===== src/rtl/tdm_skener.sv =====
// Scan sequencer / deserializer for a tristate channel multiplexer: steps the
// mux address once per slot, samples its output, and emits one word per frame.
module tdm_skener #(
  parameter int N_KAN    = 4,
  parameter int ADR_W    = 2,
  parameter int SLOT_CIK = 2
) (
  input  logic             clk,
  input  logic             rst,
  input  logic             start,
  input  logic             kont,
  input  logic             stop,
  input  logic             inf_ul,
  output logic [ADR_W-1:0] adr_ul,
  output logic [N_KAN-1:0] rijec,
  output logic             valid,
  output logic             zauzet
);

  localparam int CNT_W = (SLOT_CIK > 1) ? $clog2(SLOT_CIK) : 1;
  localparam logic [CNT_W-1:0] CNT_LAST = CNT_W'(SLOT_CIK - 1);
  localparam logic [ADR_W-1:0] ADR_LAST = ADR_W'(N_KAN - 1);

  typedef enum logic {MIR, SLOT} state_t;

  state_t             state_q, state_d;
  logic [CNT_W-1:0]   cnt_q, cnt_d;
  logic [ADR_W-1:0]   adr_q, adr_d;
  logic [N_KAN-1:0]   buf_q, buf_d, buf_mrg;
  logic [N_KAN-1:0]   rijec_q, rijec_d;
  logic               stop_q, stop_d;
  logic               valid_q, valid_d;

  always_ff @(posedge clk) begin
    if (rst) begin
      state_q <= MIR;
      cnt_q   <= '0;
      adr_q   <= '0;
      buf_q   <= '0;
      rijec_q <= '0;
      stop_q  <= 1'b0;
      valid_q <= 1'b0;
    end else begin
      state_q <= state_d;
      cnt_q   <= cnt_d;
      adr_q   <= adr_d;
      buf_q   <= buf_d;
      rijec_q <= rijec_d;
      stop_q  <= stop_d;
      valid_q <= valid_d;
    end
  end

  // Capture buffer with the bit of the current slot merged in.
  always_comb begin
    buf_mrg = buf_q;
    for (int i = 0; i < N_KAN; i++)
      if (adr_q == ADR_W'(i)) buf_mrg[i] = inf_ul;
  end

  always_comb begin
    state_d = state_q;
    cnt_d   = cnt_q;
    adr_d   = adr_q;
    buf_d   = buf_q;
    rijec_d = rijec_q;
    stop_d  = stop_q;
    valid_d = 1'b0;
    case (state_q)
      MIR: begin
        if (start) begin
          state_d = SLOT;
          cnt_d   = '0;
          adr_d   = '0;
          buf_d   = '0;
          stop_d  = 1'b0;
        end
      end
      SLOT: begin
        stop_d = stop_q | stop;
        if (cnt_q != CNT_LAST) begin
          cnt_d = cnt_q + CNT_W'(1);
        end else begin
          cnt_d = '0;
          buf_d = buf_mrg;
          if (adr_q != ADR_LAST) begin
            adr_d = adr_q + ADR_W'(1);
          end else begin
            // Frame end: a stop seen on this very edge still ends the scan.
            rijec_d = buf_mrg;
            valid_d = 1'b1;
            adr_d   = '0;
            buf_d   = '0;
            stop_d  = 1'b0;
            if (!(kont && !(stop_q || stop))) state_d = MIR;
          end
        end
      end
      default: state_d = MIR;
    endcase
  end

  assign adr_ul = adr_q;
  assign rijec  = rijec_q;
  assign valid  = valid_q;
  assign zauzet = (state_q == SLOT);

endmodule


===== config.mk =====
export PLATFORM = sky130hd
export DESIGN_NAME = tdm_skener
export DESIGN_NICKNAME = d
export VERILOG_FILES = /design/src/rtl/tdm_skener.sv
export SDC_FILE = /design/constraint.sdc
export NUM_CORES = 1
export LEC_CHECK = 0
export BUFFER_PORTS_ARGS = -buffer_cell sky130_fd_sc_hd__buf_4
export CORE_MARGIN = 1.5
export CORE_UTILIZATION = 45
export CTS_CLUSTER_SIZE = 16
export DETAILED_ROUTE_END_ITERATION = 8
export PLACE_DENSITY = 0.7
export SYNTH_ARGS = -nofsm -noshare
export SYNTH_HDL_FRONTEND = slang
export SYNTH_SLANG_ARGS = --single-unit

===== constraint.sdc =====
create_clock -name clk -period 1.5 [get_ports clk]
set_clock_uncertainty 0.15 [all_clocks]
set_input_delay 0.45 -clock clk [delete_from_list [all_inputs] [get_ports clk]]
set_output_delay 0.45 -clock clk [all_outputs]
set_load 0.02 [all_outputs]

==> results.toml <==
[run_status]
status = "finished, final reports clean"

[global_route]
top_usage_layer = "met2"
use_met1_pct = 17.34
grtUsageMet3_pct = 7.826
grt_max_degree = 11
use_met2_pct = 27.50
grt_pass1_wl_microns = 2056
overflow = 0
antenna_found_initial = 0
grt_pass1_vias = 448
track_usage_pct = 15.94

[sta]
slew_violations = 0
tns_ps = 0
post-route-period-util_pct = 98.35
max_freq_mhz = 677.8
setup_ws_ps = 24.74
finalSetupViolCount = 0
slew_headroom_pct = 82.42
fin_crit_ps = 1475
hold_viol_final = 0
tightest_slew_ps = 256.3
holdWs_ps = 268.9

[hold_path]
min_path_type = "input port to register"

[clock_network]
root_buffer = "clkbuf_4"
cts_tree = "done"
cts_sinks = 14
cts_buffers = 3
htreeDepth = 1
cts_max_path_buffers = 2
clkTransAtPathRegs_ps = 80
ctsHoldBuffers = 0
insertion_delay_ps = 280

[layout]
final_util_pct = 62.85
multi_input_area_sq_um = 370.4
synthToLayoutAreaGrowth_pct = 25.94
diodes = 0
instances_no_fill = 99
regArea_sq_um = 291.5
fin_nets = 97
fill_cells = 128
drive_gt1_share_pct = 34.52

[power]
p_leak_nw = 0.3518
power_per_cell_area_nw_per_um2 = 782.2
vdd_drop_max_mv = 0.4474

[synth]
ys_warn_count = 0
post_synth_num_cell_types = 20
synth.most_common_cell = "dfxtp_1"
synth_top_area_share_pct = 42.11
synth_edf_count = 0
syn_nets = 78
synthFlopType = "dfxtp_1"
synth-async-reset-ratio_pct = 0
seq_area_frac_synth_pct = 42.11
synth_area_sq_um = 665.6
synth_cells = 67
ys_ff_latch = 14
ys_top_cells_by_count = "14 x dfxtp_1, 9 x nor2_1, 5 x a211oi_1, 5 x a21oi_1, 5 x ha_1"
synthTopCellsByArea = "dfxtp_1 42%, ha_1 9.4%, a221o_1 6.0%"
syn_area_per_cell_sq_um = 9.935
yosys.area.top_type = "dfxtp_1"

[placed_design]
hpwlAfterDp_microns = 941.6
dp_worst_setup_slack_ps = 2.545
place.gp.congestion = 0.7478
port_buffers = 13
dp_cells = 94

[floorplan]
ios = 14
die_w_microns = 41.46
coreArea_sq_um = 1334
initial_core_util_pct = 49.91
die_y_microns = 41.46
dieArea_sq_um = 1719
rows = 13

[setup_path]
cp_num_buf_inv = 0
cp_top_family = "simple AND/OR/NAND/NOR gates"
crit_chain = "ha_4 -> and4bb_4 -> and3_1 -> a221o_1"
criticalPathCategory = "register to register"
worstPathRequired_ps = 1520
end_kind = "register"
crit_fanout = 7
slowest_delay_ps = 390
cp_slowest_cell = "dfxtp_4"
critPathLaunchType = "register"
cp_data_arrival_time_ps = 1490

[routing]
drc = 0
dr_total_vias = 561
antenna_left = 0
wl_per_cell_microns = 13.36
routed_wl_microns = 1323
first_iter_violations = 10
first_pass_iters = 4
viasPerCell = 5.667

[run]
maxCapViolations = 0
-- registers in the layout (all words and copies together), names as in the netlist --
register  flops
buf_q         4
rijec         4
adr_ul        2
cnt_q         1
stop_q        1
valid         1
zauzet        1
-- logic make-up after synthesis --
logic type / share of synthesized area [%]
AND/OR/NAND/NOR: 21.05
AO/OA/AOI/OAI: 20.30
flip-flops: 42.11
buffers and inverters: 5.640
adder cells (fa/ha/maj): 9.398
multiplexers: 1.504
-- path summary, 6_finish.rpt --
path	from	to	slack, ps	cells past startpoint
worst max-delay path	adr_ul[0]	buf_q[1]	20	4
worst min-delay path	kont	zauzet	270	3
worst max register to register	adr_ul[0]	buf_q[1]	20	4
worst min register to register	rijec[3]	rijec[3]	350	2
-- per-layer routing --
metal	vias up	part of all wire, %	routed length [microns]
met1	260	42	560
met5	-	0	0
met2	14	52	687
met4	0	0	0
li1	287	-	-
met3	0	5.7	76
-- cell type report --
type                            count  share of cell area (%)
Timing Repair Buffer               17                   15.22
Multi-Input combinational cell     48                   44.18
Inverter                            2                  0.8955
Clock buffer                        3                   2.687
Sequential cell                    14                   34.78
Tap cell                           15                   2.239
-- power breakdown --
part           total (W)  internal [W]  switching, W
clock network   0.000210     0.0000932      0.000117
logic          0.0000607     0.0000315     0.0000292
registers       0.000385      0.000374     0.0000104
-- worst register-to-register path: cells and delay by family (launching register included) --
kind	cells	cell delay, ps
simple gates	2	430
flops	1	390
compound gates	1	260
fa+ha+maj	1	130
-- layout by cell type (no fill, tap or decap) --
cell type | Yosys | layout
a221o_1 | 4 | 4
ha_4 | 0 | 1
buf_4 | 1 | 17
a21oi_1 | 5 | 5
mux2i_1 | 1 | 1
nor2_1 | 9 | 9
clkbuf_4 | 0 | 3
a32oi_1 | 2 | 2
dfxtp_1 | 14 | 11
o211ai_1 | 1 | 1
dfxtp_4 | 0 | 3
ha_1 | 5 | 4
o21a_1 | 1 | 1
and4bb_4 | 1 | 1
nor2b_1 | 4 | 4
and3_1 | 4 | 2
a211oi_1 | 5 | 5
nand2_1 | 3 | 3
inv_1 | 2 | 2
nor3b_1 | 1 | 1
and3_4 | 0 | 2
and3_2 | 1 | 1
nor2b_4 | 1 | 1
-- stage by stage --
| step | instance area, sq um | total power, W |
|---|---|---|
| finish | 838.3 | 0.0006557 |
| global route | 838.3 | 0.0006859 |
| CTS | 793.3 | 0.0006614 |
| detailed placement | 769.5 | 0.0004545 |
| global placement | 769.5 | 0.0004532 |
| floorplan | 668.1 | 0.0004314 |
-- timing repair --
action / CTS / global route
gates cloned: 0 / 0
gates resized for setup: 1 / 7
setup endpoints to repair: 1 / 5
pin swaps: 0 / 3
buffers inserted: 0 / 2
No activity file was read; power rests on OpenSTA's default activity.
